[src/rtl/acc_csr_ctrl.sv]
// -----------------------------------------------------------------------------
// acc_csr_ctrl
//
// Avalon-MM CSR front end for the custom accelerator. HPS software writes
// START to launch a run; the block emits a single-cycle start pulse, times
// the run in clock cycles, captures the accelerator's finish pulse, keeps a
// saturating run counter, flags timeouts and raises a level interrupt.
//
// Bus handshake: the slave is always ready (no waitrequest). A write is
// accepted on every clk edge where avs_write = 1. A read is accepted on every
// clk edge where avs_read = 1 and its data appears on avs_readdata in the
// following cycle (fixed latency 1); avs_readdata holds until the next read.
//
// CSR map (32-bit words, unused bits read 0):
//   0 CTRL   : [0] START (write 1 = request, reads 0), [1] IRQ_EN (RW)
//   1 STATUS : [0] BUSY (RO), [1] DONE (W1C), [2] TIMEOUT_ERR (W1C),
//              [3] START_IGNORED (W1C)
//   2 CYCLES : cycle count of the last completed run (RO)
//   3 RUNS   : runs completed via i_finish (RO, any write clears)
//
// Ports:
//   clk            system clock
//   reset_n        synchronous active-low reset
//   avs_address    CSR word address
//   avs_write      write strobe
//   avs_writedata  write data
//   avs_read       read strobe
//   avs_readdata   registered read data (latency 1)
//   irq            level interrupt, IRQ_EN & (DONE | TIMEOUT_ERR), registered
//   o_start        single-cycle start pulse to the accelerator
//   i_finish       finish pulse from the accelerator
// -----------------------------------------------------------------------------
module acc_csr_ctrl #(
    parameter int unsigned TIMEOUT_CYCLES = 60000000,
    parameter int unsigned CNT_W          = 32
) (
    input  logic        clk,
    input  logic        reset_n,
    input  logic [1:0]  avs_address,
    input  logic        avs_write,
    input  logic [31:0] avs_writedata,
    input  logic        avs_read,
    output logic [31:0] avs_readdata,
    output logic        irq,
    output logic        o_start,
    input  logic        i_finish
);

    localparam logic [1:0] ADDR_CTRL   = 2'd0;
    localparam logic [1:0] ADDR_STATUS = 2'd1;
    localparam logic [1:0] ADDR_CYCLES = 2'd2;
    localparam logic [1:0] ADDR_RUNS   = 2'd3;

    localparam logic [CNT_W-1:0] CNT_ONE     = CNT_W'(1);
    localparam logic [CNT_W-1:0] CNT_MAX     = '1;
    localparam logic [CNT_W-1:0] TIMEOUT_CNT = CNT_W'(TIMEOUT_CYCLES);

    typedef enum logic {
        ST_IDLE = 1'b0,
        ST_BUSY = 1'b1
    } state_t;

    // FSM state, kept as a named signal so checkers can bind to it.
    state_t state;
    state_t state_nxt;

    // CSR storage
    logic             irq_en;
    logic             done;
    logic             timeout_err;
    logic             start_ignored;
    logic [CNT_W-1:0] cyc_cnt;
    logic [CNT_W-1:0] cycles_q;
    logic [CNT_W-1:0] runs_q;

    // Write decode
    logic wr_ctrl;
    logic wr_status;
    logic wr_runs;
    logic start_req;

    // FSM events
    logic start_go;
    logic finish_evt;
    logic timeout_evt;
    logic start_ign;

    // Datapath helpers
    logic             busy;
    logic [CNT_W-1:0] cyc_cnt_inc;
    logic [CNT_W-1:0] runs_inc;
    logic [31:0]      rd_mux;

    // Only the low nibble of the write data carries CSR bits.
    logic unused_wdata;
    assign unused_wdata = ^avs_writedata[31:4];

    assign wr_ctrl   = avs_write && (avs_address == ADDR_CTRL);
    assign wr_status = avs_write && (avs_address == ADDR_STATUS);
    assign wr_runs   = avs_write && (avs_address == ADDR_RUNS);
    assign start_req = wr_ctrl && avs_writedata[0];

    assign busy = (state == ST_BUSY);

    // Both counters stick at all-ones instead of wrapping.
    assign cyc_cnt_inc = (cyc_cnt == CNT_MAX) ? cyc_cnt : cyc_cnt + CNT_ONE;
    assign runs_inc    = (runs_q  == CNT_MAX) ? runs_q  : runs_q  + CNT_ONE;

    // -------------------------------------------------------------------------
    // FSM next-state and event decode
    // -------------------------------------------------------------------------
    always_comb begin
        state_nxt   = state;
        start_go    = 1'b0;
        finish_evt  = 1'b0;
        timeout_evt = 1'b0;
        start_ign   = 1'b0;

        case (state)
            ST_IDLE: begin
                // A finish pulse while idle is deliberately ignored.
                if (start_req) begin
                    start_go  = 1'b1;
                    state_nxt = ST_BUSY;
                end
            end

            ST_BUSY: begin
                // Starting is only possible from IDLE, so o_start can never
                // be high on two consecutive cycles.
                if (start_req) begin
                    start_ign = 1'b1;
                end
                // Finish has priority over a timeout on the same cycle.
                if (i_finish) begin
                    finish_evt = 1'b1;
                    state_nxt  = ST_IDLE;
                end else if (cyc_cnt == TIMEOUT_CNT) begin
                    timeout_evt = 1'b1;
                    state_nxt   = ST_IDLE;
                end
            end

            default: begin
                state_nxt = ST_IDLE;
            end
        endcase
    end

    // -------------------------------------------------------------------------
    // Read data mux
    // -------------------------------------------------------------------------
    always_comb begin
        rd_mux = '0;
        case (avs_address)
            ADDR_CTRL:   rd_mux = {30'd0, irq_en, 1'b0};
            ADDR_STATUS: rd_mux = {28'd0, start_ignored, timeout_err, done, busy};
            ADDR_CYCLES: rd_mux = 32'(cycles_q);
            ADDR_RUNS:   rd_mux = 32'(runs_q);
            default:     rd_mux = '0;
        endcase
    end

    // -------------------------------------------------------------------------
    // State and CSR registers
    // -------------------------------------------------------------------------
    always_ff @(posedge clk) begin
        if (!reset_n) begin
            state         <= ST_IDLE;
            o_start       <= 1'b0;
            irq           <= 1'b0;
            avs_readdata  <= '0;
            irq_en        <= 1'b0;
            done          <= 1'b0;
            timeout_err   <= 1'b0;
            start_ignored <= 1'b0;
            cyc_cnt       <= '0;
            cycles_q      <= '0;
            runs_q        <= '0;
        end else begin
            state   <= state_nxt;
            o_start <= start_go;

            // Built from the registered flags, so irq lags them by one cycle.
            irq <= irq_en & (done | timeout_err);

            if (wr_ctrl) begin
                irq_en <= avs_writedata[1];
            end

            // The counter is 0 during the o_start cycle and counts up on
            // every following busy cycle.
            if (start_go) begin
                cyc_cnt <= '0;
            end else if (busy) begin
                cyc_cnt <= cyc_cnt_inc;
            end

            // Hardware set beats a software W1C on the same edge.
            if (finish_evt) begin
                done <= 1'b1;
            end else if (start_go || (wr_status && avs_writedata[1])) begin
                done <= 1'b0;
            end

            if (timeout_evt) begin
                timeout_err <= 1'b1;
            end else if (start_go || (wr_status && avs_writedata[2])) begin
                timeout_err <= 1'b0;
            end

            if (start_ign) begin
                start_ignored <= 1'b1;
            end else if (wr_status && avs_writedata[3]) begin
                start_ignored <= 1'b0;
            end

            if (finish_evt) begin
                cycles_q <= cyc_cnt;
            end

            // A completing run is never lost to a simultaneous clear.
            if (finish_evt) begin
                runs_q <= runs_inc;
            end else if (wr_runs) begin
                runs_q <= '0;
            end

            if (avs_read) begin
                avs_readdata <= rd_mux;
            end
        end
    end

endmodule

[config.mk]
export PLATFORM = sky130hd
export DESIGN_NAME = acc_csr_ctrl
export DESIGN_NICKNAME = d
export VERILOG_FILES = /design/src/rtl/acc_csr_ctrl.sv
export SDC_FILE = /design/constraint.sdc
export NUM_CORES = 1
export LEC_CHECK = 0
export CAP_MARGIN = 15
export CORE_ASPECT_RATIO = 0.5
export CORE_UTILIZATION = 30
export CTS_CLUSTER_SIZE = 28
export DETAILED_ROUTE_END_ITERATION = 7
export PLACE_DENSITY = 0.6
export REMOVE_ABC_BUFFERS = 1
export SLEW_MARGIN = 20
export SYNTH_ARGS = -nofsm -noshare
export SYNTH_HDL_FRONTEND = slang
export SYNTH_SLANG_ARGS = --single-unit
[constraint.sdc]
create_clock -name clk -period 2.2 [get_ports clk]
set_clock_uncertainty 0.15 [all_clocks]
set_input_delay 0.66 -clock clk [delete_from_list [all_inputs] [get_ports clk]]
set_output_delay 0.66 -clock clk [all_outputs]
set_load 0.05 [all_outputs]
=== After elaboration in Yosys (flattened, before gate mapping) ===
Index checks and enable logic that the tools add are counted.

* Register bits: 135
* Bits of input ports: 39
* Output and inout bits: 34
* Logic and storage cells: 63

* $add $sub $neg: 2
* Equal/unequal tests: 7
* Mux-type cells: 21
* Bitwise logic cells: 5
* Reductions and logical operators: 17

{| class="wikitable"
|+ Operator list
! kind !! count
|-
| case mux 32 bit (4 select lines) || 1
|-
| two-way mux 32 bit || 3
|-
| adder 32 x 1 -> 32 bit (second input constant) || 2
|-
| equality test 32 bit (second input constant) || 2
|-
| equality test 32 x 26 -> 1 bit (second input constant) || 1
|-
| two-way mux 1 bit || 16
|-
| nonzero test 2 bit || 4
|-
| logical AND 1 bit || 7
|-
| equality test 2 bit (second input constant) || 2
|-
| AND reduction 2 bit || 2
|-
| NOT 1 bit || 3
|-
| equality test 2 x 1 -> 1 bit (second input constant) || 1
|-
| logical NOT 2 bit || 1
|-
| logical OR 1 bit || 2
|-
| != test 2 bit (second input constant) || 1
|-
| case mux 1 bit (2 select lines) || 1
|-
| OR reduction 2 bit || 1
|-
| AND 1 bit || 1
|-
| bitwise OR 1 bit || 1
|}

=== Logic depth before layout (Yosys ltp) ===
Gate-level depths: netlist of run 1.

* Depth in word-level cells: 8
* Gate-level depth with buffers: 8
* Mapped depth without buffers: 6

=== Worst setup path before layout of run 1 ===
Ideal clock, no wire load.

* Path kind: input-to-reg
* Start: input avs_address[0]
* End: register avs_readdata[12]
* Library setup time: 115 ps
* Arrival time: 2093 ps
* Setup slack: -158 ps
* Stages on the path: 6
* Cells stage by stage: clkbuf_1 -> buf_1 -> buf_2 -> mux2i_1 -> o22ai_1 -> and2_1

* Word-level cells in the longest chain between the ends: 2
* Elaborated cells between the ends (all ways): 5
* Classes of those cells: eq/ne (3); mux (1); reduce/logical (1)

{| class="wikitable"
|+ RTL lines
! item !! RTL line !! text
|-
| start: declaration || 39 || <nowiki>input logic [1:0] avs_address,</nowiki>
|-
| equality test 2 bit, or another cell as far along || 155 || <nowiki>case (avs_address)</nowiki>
|-
| case mux 32 bit (4 select lines) (*) || 155 ||
|-
| end signal: assignment || 230 || <nowiki>avs_readdata <= rd_mux;</nowiki>
|-
| end: declaration || 43 || <nowiki>output logic [31:0] avs_readdata,</nowiki>
|}

Mark *: on every way between the ends. The rest lies on a longest branch, timed or not.
A chain may end at the register's enable or synchronous reset.

=== Final worst setup path of run 1 ===
* Start: register cyc_cnt[22]
* End: register cyc_cnt[0]

* Word-level cells in the longest chain between the ends: 3

{| class="wikitable"
|+ RTL lines
! item !! RTL line !! text
|-
| start: declaration || 72 || <nowiki>logic [CNT_W-1:0] cyc_cnt;</nowiki>
|-
| start signal: assignment || 196 || <nowiki>cyc_cnt <= cyc_cnt_inc;</nowiki>
|-
| equality test 32 bit || 106 || <nowiki>assign cyc_cnt_inc = (cyc_cnt == CNT_MAX) ? cyc_cnt : cyc_cnt + CNT_ONE;</nowiki>
|-
| NOT 1 bit (no source line) || -- ||
|-
| AND reduction 2 bit (no source line) || -- ||
|}

Every way passes these cells.

==> results of run 1 <==
## routing by layer
metal  part of all wire  up-vias
met1               0.49     3024
met4              0.016        0
met5                  0        -
met3              0.044       24
met2               0.45      128
li1                   -     3073
## logic make-up (layout without fill, tap and decap cells)
| kind of cell | count (synthesis) | after routing | synth area share |
|---|---|---|---|
| fa+ha+maj | 3 | 3 | 0.00562 |
| simple gates | 317 | 317 | 0.259 |
| xor+xnor | 17 | 17 | 0.0223 |
| flops | 135 | 135 | 0.404 |
| compound gates | 175 | 175 | 0.183 |
| buf+inv | 93 | 236 | 0.0608 |
| mux | 42 | 42 | 0.0653 |
## path summary, 6_finish.rpt
check	start	end	slack [ps]	cells past startpoint
setup reg to reg	cyc_cnt[22]$_SDFFE_PP0P_	cyc_cnt[0]$_SDFFE_PP0P_	80	6
hold reg to reg	cycles_q[22]$_SDFFE_PN0P_	cycles_q[22]$_SDFFE_PN0P_	310	2
setup / recovery	cyc_cnt[22]$_SDFFE_PP0P_	cyc_cnt[0]$_SDFFE_PP0P_	80	6
hold / removal	cycles_q[22]$_SDFFE_PN0P_	cycles_q[22]$_SDFFE_PN0P_	310	2
## cell usage in the layout (no fill, tap or decap), drive strengths merged, types with 3 or more instances in the layout
master / netlist / layout
dfxtp: 135 / 135
nor3: 9 / 9
nor4: 16 / 16
nand2b: 6 / 6
nor3b: 4 / 4
a22oi: 6 / 6
and3: 9 / 9
or3: 18 / 18
or4: 6 / 6
ha: 3 / 3
clkbuf: 39 / 24
buf: 15 / 157
nor2b: 4 / 4
nand4: 27 / 27
o211a: 4 / 4
o21ai: 27 / 27
xor2: 3 / 3
and4: 6 / 6
o31ai: 3 / 3
o22ai: 29 / 29
xnor2: 14 / 14
clkinv: 0 / 6
and2: 36 / 36
nor2: 26 / 26
nand2: 109 / 109
a22o: 5 / 5
clkdlybuf4s50: 0 / 8
mux2i: 38 / 38
a21oi: 27 / 27
mux2: 3 / 3
inv: 39 / 39
a21boi: 33 / 33
nand3: 36 / 36
a31oi: 15 / 15
o211ai: 3 / 3
## critical path, delay by kind of cell (launching register included)
kind	cells	cell delay (ps)
flip-flops	1	360
AO/OA/AOI/OAI	1	410
XOR/XNOR	1	130
buffers and inverters	1	170
AND/OR/NAND/NOR	3	800
## through the flow
step | power [mW] | worst slack, ps | utilization
CTS | 5.33 | -0.0335 | 0.397
finish | 5.28 | 75.6 | 0.401
detailed placement | 2.75 | -369 | 0.372
global route | 5.46 | -24.1 | 0.401
floorplan | 2.60 | -1280 | -
global placement | 2.75 | -352 | 0.372
## registers in the layout (all words and copies together) (netlist names), 32 cells and up
signal / count
cyc_cnt: 32
runs_q: 32
avs_readdata: 32
cycles_q: 32
## power groups by stage
stage / clock network [mW] / logic, mW / registers (mW)
CTS: 2.64 / 0.243 / 2.45
global route: 2.74 / 0.261 / 2.45
floorplan: 0 / 0.0792 / 2.52
finish: 2.58 / 0.246 / 2.45
global placement: 0 / 0.240 / 2.51
detailed placement: 0 / 0.243 / 2.51
## final cells by class
class	count	area (µm²)
clock buffer	24	482
multi-input combinational	554	3670
clock inverter	8	48.8
sequential	135	2710
timing repair buffer	165	1310
inverter	39	146
fill	2200	13000
tap	300	375
## what timing repair did
action | 4_1_cts | 5_1_grt
resized for setup | 1 | 20
hold buffers | 0 | 0
setup buffers | 0 | 1
gates cloned | 0 | 0
endpoints found under the setup margin | 6 | 22
pin swaps | 1 | 3
==> run_results.csv, run 1 <==
group,metric,value,unit
place,dp.cells,1192,
global_route,grt_max_degree,42,
setup_path,crit_path_top_delay_cell,"or4_4",
pwr,internal_power,4.07,mW
place,gp_congestion,0.890,
timing,finalCriticalPeriod,2120,ps
timing,fin_setup_tns,0,ps
clocking,cts-htree-levels,4,
floorplan,dieArea,22900,µm²
pwr,p_leak,3.27,nW
logic_synthesis,synth-main-ff-cell,"dfxtp_1",
logic_synthesis,synth_area_leaders,"dfxtp_1 (40%), nand2_1 (6.1%), mux2i_1 (5.7%), a21boi_0 (3.7%), and2_1 (3.3%)",
routing,wirelength,19200,µm
logic_synthesis,synth_top_area_cell,"dfxtp_1",
pwr,p_comb_frac,0.047,
pwr,cellPowerDensity,604,nW/µm²
setup_path,max_stage_delay,570,ps
routing,firstDrtPassIters,5,
final_layout,design_area,8730,µm²
global_route,gr-max-usage-layer,"met2",
floorplan,design.core.area,21800,µm²
global_route,grt_util_met1,0.237,
logic_synthesis,ys_ff_latch,135,
final_layout,stdcell_count,1225,
global_route,gr-usage-all-layers,0.171,
logic_synthesis,async_flop_share,0,
global_route,grt_overflow,0,
logic_synthesis,postSynthAreaPerCell,8.55,µm²
logic_synthesis,synth_edf_count,0,
global_route,antenna_found_initial,0,
routing,drt_first_iter_violations,535,
pwr,vdd_drop_max,0.409,mV
setup_path,arrival,2290,ps
floorplan,dieHeight,108,µm
timing,slew_headroom,0.650,
pwr,seq_power_share,0.465,
min_path,hp-class,"register to register",
setup_path,path_cells,"nand4_2 > or4_4 > o31ai_4 > buf_6 > xnor2_1 > nor2_2",
clocking,clkLatencyLatePin,430,ps
logic_synthesis,synthTopCellsByCount,"dfxtp_1 (135), nand2_1 (109), inv_1 (39)",
final_layout,nets,954,
place,hpwlAfterDp,13800,µm
clocking,clockRootBuffer,"clkbuf_16",
timing,fin_crit_sh,0.966,
logic_synthesis,netlist.area_leader.share,0.404,
floorplan,start_util,0.307,
setup_path,cp-end-kind,"register",
pwr,power.switching,1.21,mW
routing,via_count,6249,
outcome,status,"finished, final reports clean",
setup_path,path_class,"register to register",
place,placed_cell_area,8100,µm²
timing,fmaxAchievable,471,MHz
timing,finalSetupViolCount,0,
clocking,clk_pin_slew,60,ps
logic_synthesis,syn_area,6680,µm²
final_layout,n_antenna_cell,0,
timing,tightest_slew,525,ps
floorplan,ioPinCount,73,
logic_synthesis,ys_seq_area_frac,0.404,
routing,vias_per_cell,5.10,
global_route,grt_pass1_wl,30400,µm
pwr,switching_share,0.228,
setup_path,start_kind,"register",
clocking,cts_made_buffers,17,
timing,final_hold_viol_count,0,
global_route,gr-usage-met2,0.262,
clocking,tritoncts,"yes",
floorplan,fp.dieW,213,µm
final_layout,synthToLayoutAreaGrowth,30.7,%
logic_synthesis,yosysWarningCount,0,
timing,drv_slew,0,
routing,drc,0,
routing,detail-route-antenna-nets,0,
setup_path,crit_path_max_fanout,5,
timing,hold_ws,309,ps
routing,routedWlPerCell,15.7,µm
clocking,cts.sinks,135,
setup_path,cp.required,2360,ps
flow_run,maxCapViolations,0,
floorplan,row_count,38,
global_route,grt_pass1_vias,5919,
logic_synthesis,syn_inst,782,
logic_synthesis,ys_types,75,
clocking,cts_buffer_depth,2,
pwr,p_clk_frac,0.488,
global_route,use_met3,0.0330,
place,port_buffers,44,
logic_synthesis,synth_most_common_cell,"dfxtp_1",
final_layout,drive_gt1_frac,0.259,
Power figures use the tool's default switching activity.
==> inputs of run 2 (changes only) <==
--- a/config.mk
+++ b/config.mk
@@ -7,6 +7,7 @@
 export LEC_CHECK = 0
 export CAP_MARGIN = 15
 export CORE_ASPECT_RATIO = 0.5
+export CORE_MARGIN = 2
 export CORE_UTILIZATION = 30
 export CTS_CLUSTER_SIZE = 28
 export DETAILED_ROUTE_END_ITERATION = 7
==> run 2 against run 1 <==
Utilization grew 0.11 points. Critical path depth is the same. Critical path type unchanged. Fmax shrank 0.21%. Die area grew 2.8%. Largest power group unchanged.
==> run_results.csv, run 2 (synthesis gave the netlist of run 1 again) <==
group,metric,value,unit
setup_path,arrival,2290,ps
final_layout,nets,950,
timing,finalCriticalPeriod,2130,ps
floorplan,dieHeight,110,µm
setup_path,start_kind,"register",
global_route,gr-usage-all-layers,0.165,
routing,routedWlPerCell,15.6,µm
global_route,antenna_found_initial,0,
setup_path,reg2reg_to,"cyc_cnt[0]$_SDFFE_PP0P_",
floorplan,row_count,38,
final_layout,drive_gt1_frac,0.249,
clocking,tritoncts,"yes",
routing,via_count,6291,
setup_path,cp-end-kind,"register",
clocking,clkLatencyLatePin,420,ps
setup_path,r2r_cells,6,
routing,drt_first_iter_violations,456,
min_path,hp-class,"register to register",
global_route,grt_overflow,0,
global_route,grt_pass1_vias,5919,
floorplan,ioPinCount,73,
timing,hold_ws,313,ps
timing,tightest_slew,477,ps
final_layout,synthToLayoutAreaGrowth,31.1,%
final_layout,final_cell_mix,"buf_4 (145), dfxtp_1 (132), nand2_1 (107)",
timing,fin_crit_sh,0.968,
floorplan,fp.dieW,215,µm
timing,final_hold_viol_count,0,
place,port_buffers,44,
clocking,cts-htree-levels,4,
setup_path,crit_path_max_fanout,5,
setup_path,cp.required,2360,ps
min_path,min_from,"cycles_q[17]$_SDFFE_PN0P_",
place,placed_cell_area,8080,µm²
timing,fmaxAchievable,470,MHz
setup_path,cp-startpoint,"cyc_cnt[31]$_SDFFE_PP0P_",
min_path,holdPathEnd,"cycles_q[17]$_SDFFE_PN0P_",
timing,finalSetupViolCount,0,
routing,detail-route-antenna-nets,0,
floorplan,dieArea,23600,µm²
clocking,clockRootBuffer,"clkbuf_16",
floorplan,design.core.area,21800,µm²
clocking,clk_pin_slew,60,ps
clocking,cts_buffer_depth,2,
min_path,min_path_cells,2,
setup_path,r2r_slack,70,ps
pwr,cellPowerDensity,637,nW/µm²
floorplan,start_util,0.307,
routing,vias_per_cell,5.16,
setup_path,reg2reg_from,"cyc_cnt[31]$_SDFFE_PP0P_",
outcome,status,"finished, final reports clean",
final_layout,design_area,8760,µm²
pwr,p_leak,3.30,nW
pwr,vdd_drop_max,0.360,mV
final_layout,fill_cells,2197,
routing,firstDrtPassIters,5,
timing,drv_slew,0,
place,hpwlAfterDp,13800,µm
timing,slew_headroom,0.682,
routing,wirelength,19100,µm
clocking,cts_made_buffers,17,
final_layout,n_antenna_cell,0,
global_route,grt_pass1_wl,30600,µm
routing,drc,0,
place,gp_congestion,0.884,
clocking,cts.sinks,135,
final_layout,final_common_cell,"buf_4",
global_route,grt_max_degree,36,
setup_path,path_class,"register to register",
flow_run,maxCapViolations,0,
clocking,holdBufCountCts,0,
-- run 2: final cells by class --
| type | count | area, µm² | share of cell area |
|---|---|---|---|
| clock inverter | 9 | 125 | 0.0143 |
| timing repair buffer | 161 | 1300 | 0.149 |
| multi-input combinational | 554 | 3640 | 0.416 |
| inverter | 39 | 146 | 0.0167 |
| sequential | 135 | 2710 | 0.309 |
| tap | 300 | 375 | 0.0429 |
| clock buffer | 22 | 464 | 0.0530 |
-- run 2: stage by stage --
stage	worst slack [ps]	TNS, ps	std cells	utilization	total power [mW]
CTS	9.62	0	1217	0.399	5.62
floorplan	-1280	-55370	728	-	2.60
global route	-0.0309	-0.0309	1220	0.402	5.73
detailed placement	-430	-22050	1186	0.371	2.75
finish	71.1	0	1220	0.402	5.58
global placement	-363	-18120	1186	0.371	2.75
-- run 2: where the power goes --
| group | switching [mW] | internal, mW | leakage (nW) |
|---|---|---|---|
| combinational | 0.143 | 0.102 | 1.92 |
| clock | 1.06 | 1.83 | 0.286 |
| sequential | 0.00410 | 2.45 | 1.09 |
-- run 2: worst max-delay path by stage --
stage | to | slack, ps | cells after the start
final | cyc_cnt[0]$_SDFFE_PP0P_ | 70 | 6
after global routing | runs_q[29]$_SDFFE_PN0P_ | -0.03 | 8
after CTS | runs_q[21]$_SDFFE_PN0P_ | 10 | 6
after detailed placement | runs_q[21]$_SDFFE_PN0P_ | -430 | 6
after global placement | runs_q[17]$_SDFFE_PN0P_ | -360 | 6
after floorplan | cyc_cnt[8]$_SDFFE_PP0P_ | -1280 | 5
-- run 2: worst max-delay path: stages (launching register included) --
cell and delay [ps]:
dfxtp_1 380, nand4_4 130, or4_4 600, o31ai_4 400, buf_4 200, xnor2_1 130
nor2_2 40
-- run 2: what timing repair did --
action                     4_1_cts  5_1_grt
pin swaps                        1        6
resized for setup                3       13
setup endpoints to repair       20       53
buffers inserted                 0        3
-- run 2: metal layers --
layer,track usage,part of all wire
met5,0,0
met4,0.0542,0.018
met3,0.0293,0.036
met2,0.267,0.45
met1,0.224,0.50
==> inputs of run 3 (changes only) <==
--- a/config.mk
+++ b/config.mk
@@ -9,7 +9,6 @@
 export CORE_ASPECT_RATIO = 0.5
 export CORE_MARGIN = 2
 export CORE_UTILIZATION = 30
-export CTS_CLUSTER_SIZE = 28
 export DETAILED_ROUTE_END_ITERATION = 7
 export PLACE_DENSITY = 0.6
 export REMOVE_ABC_BUFFERS = 1
==> results of run 3 <==
No change in the layout: final DEF, timing and power equal those of run 2.
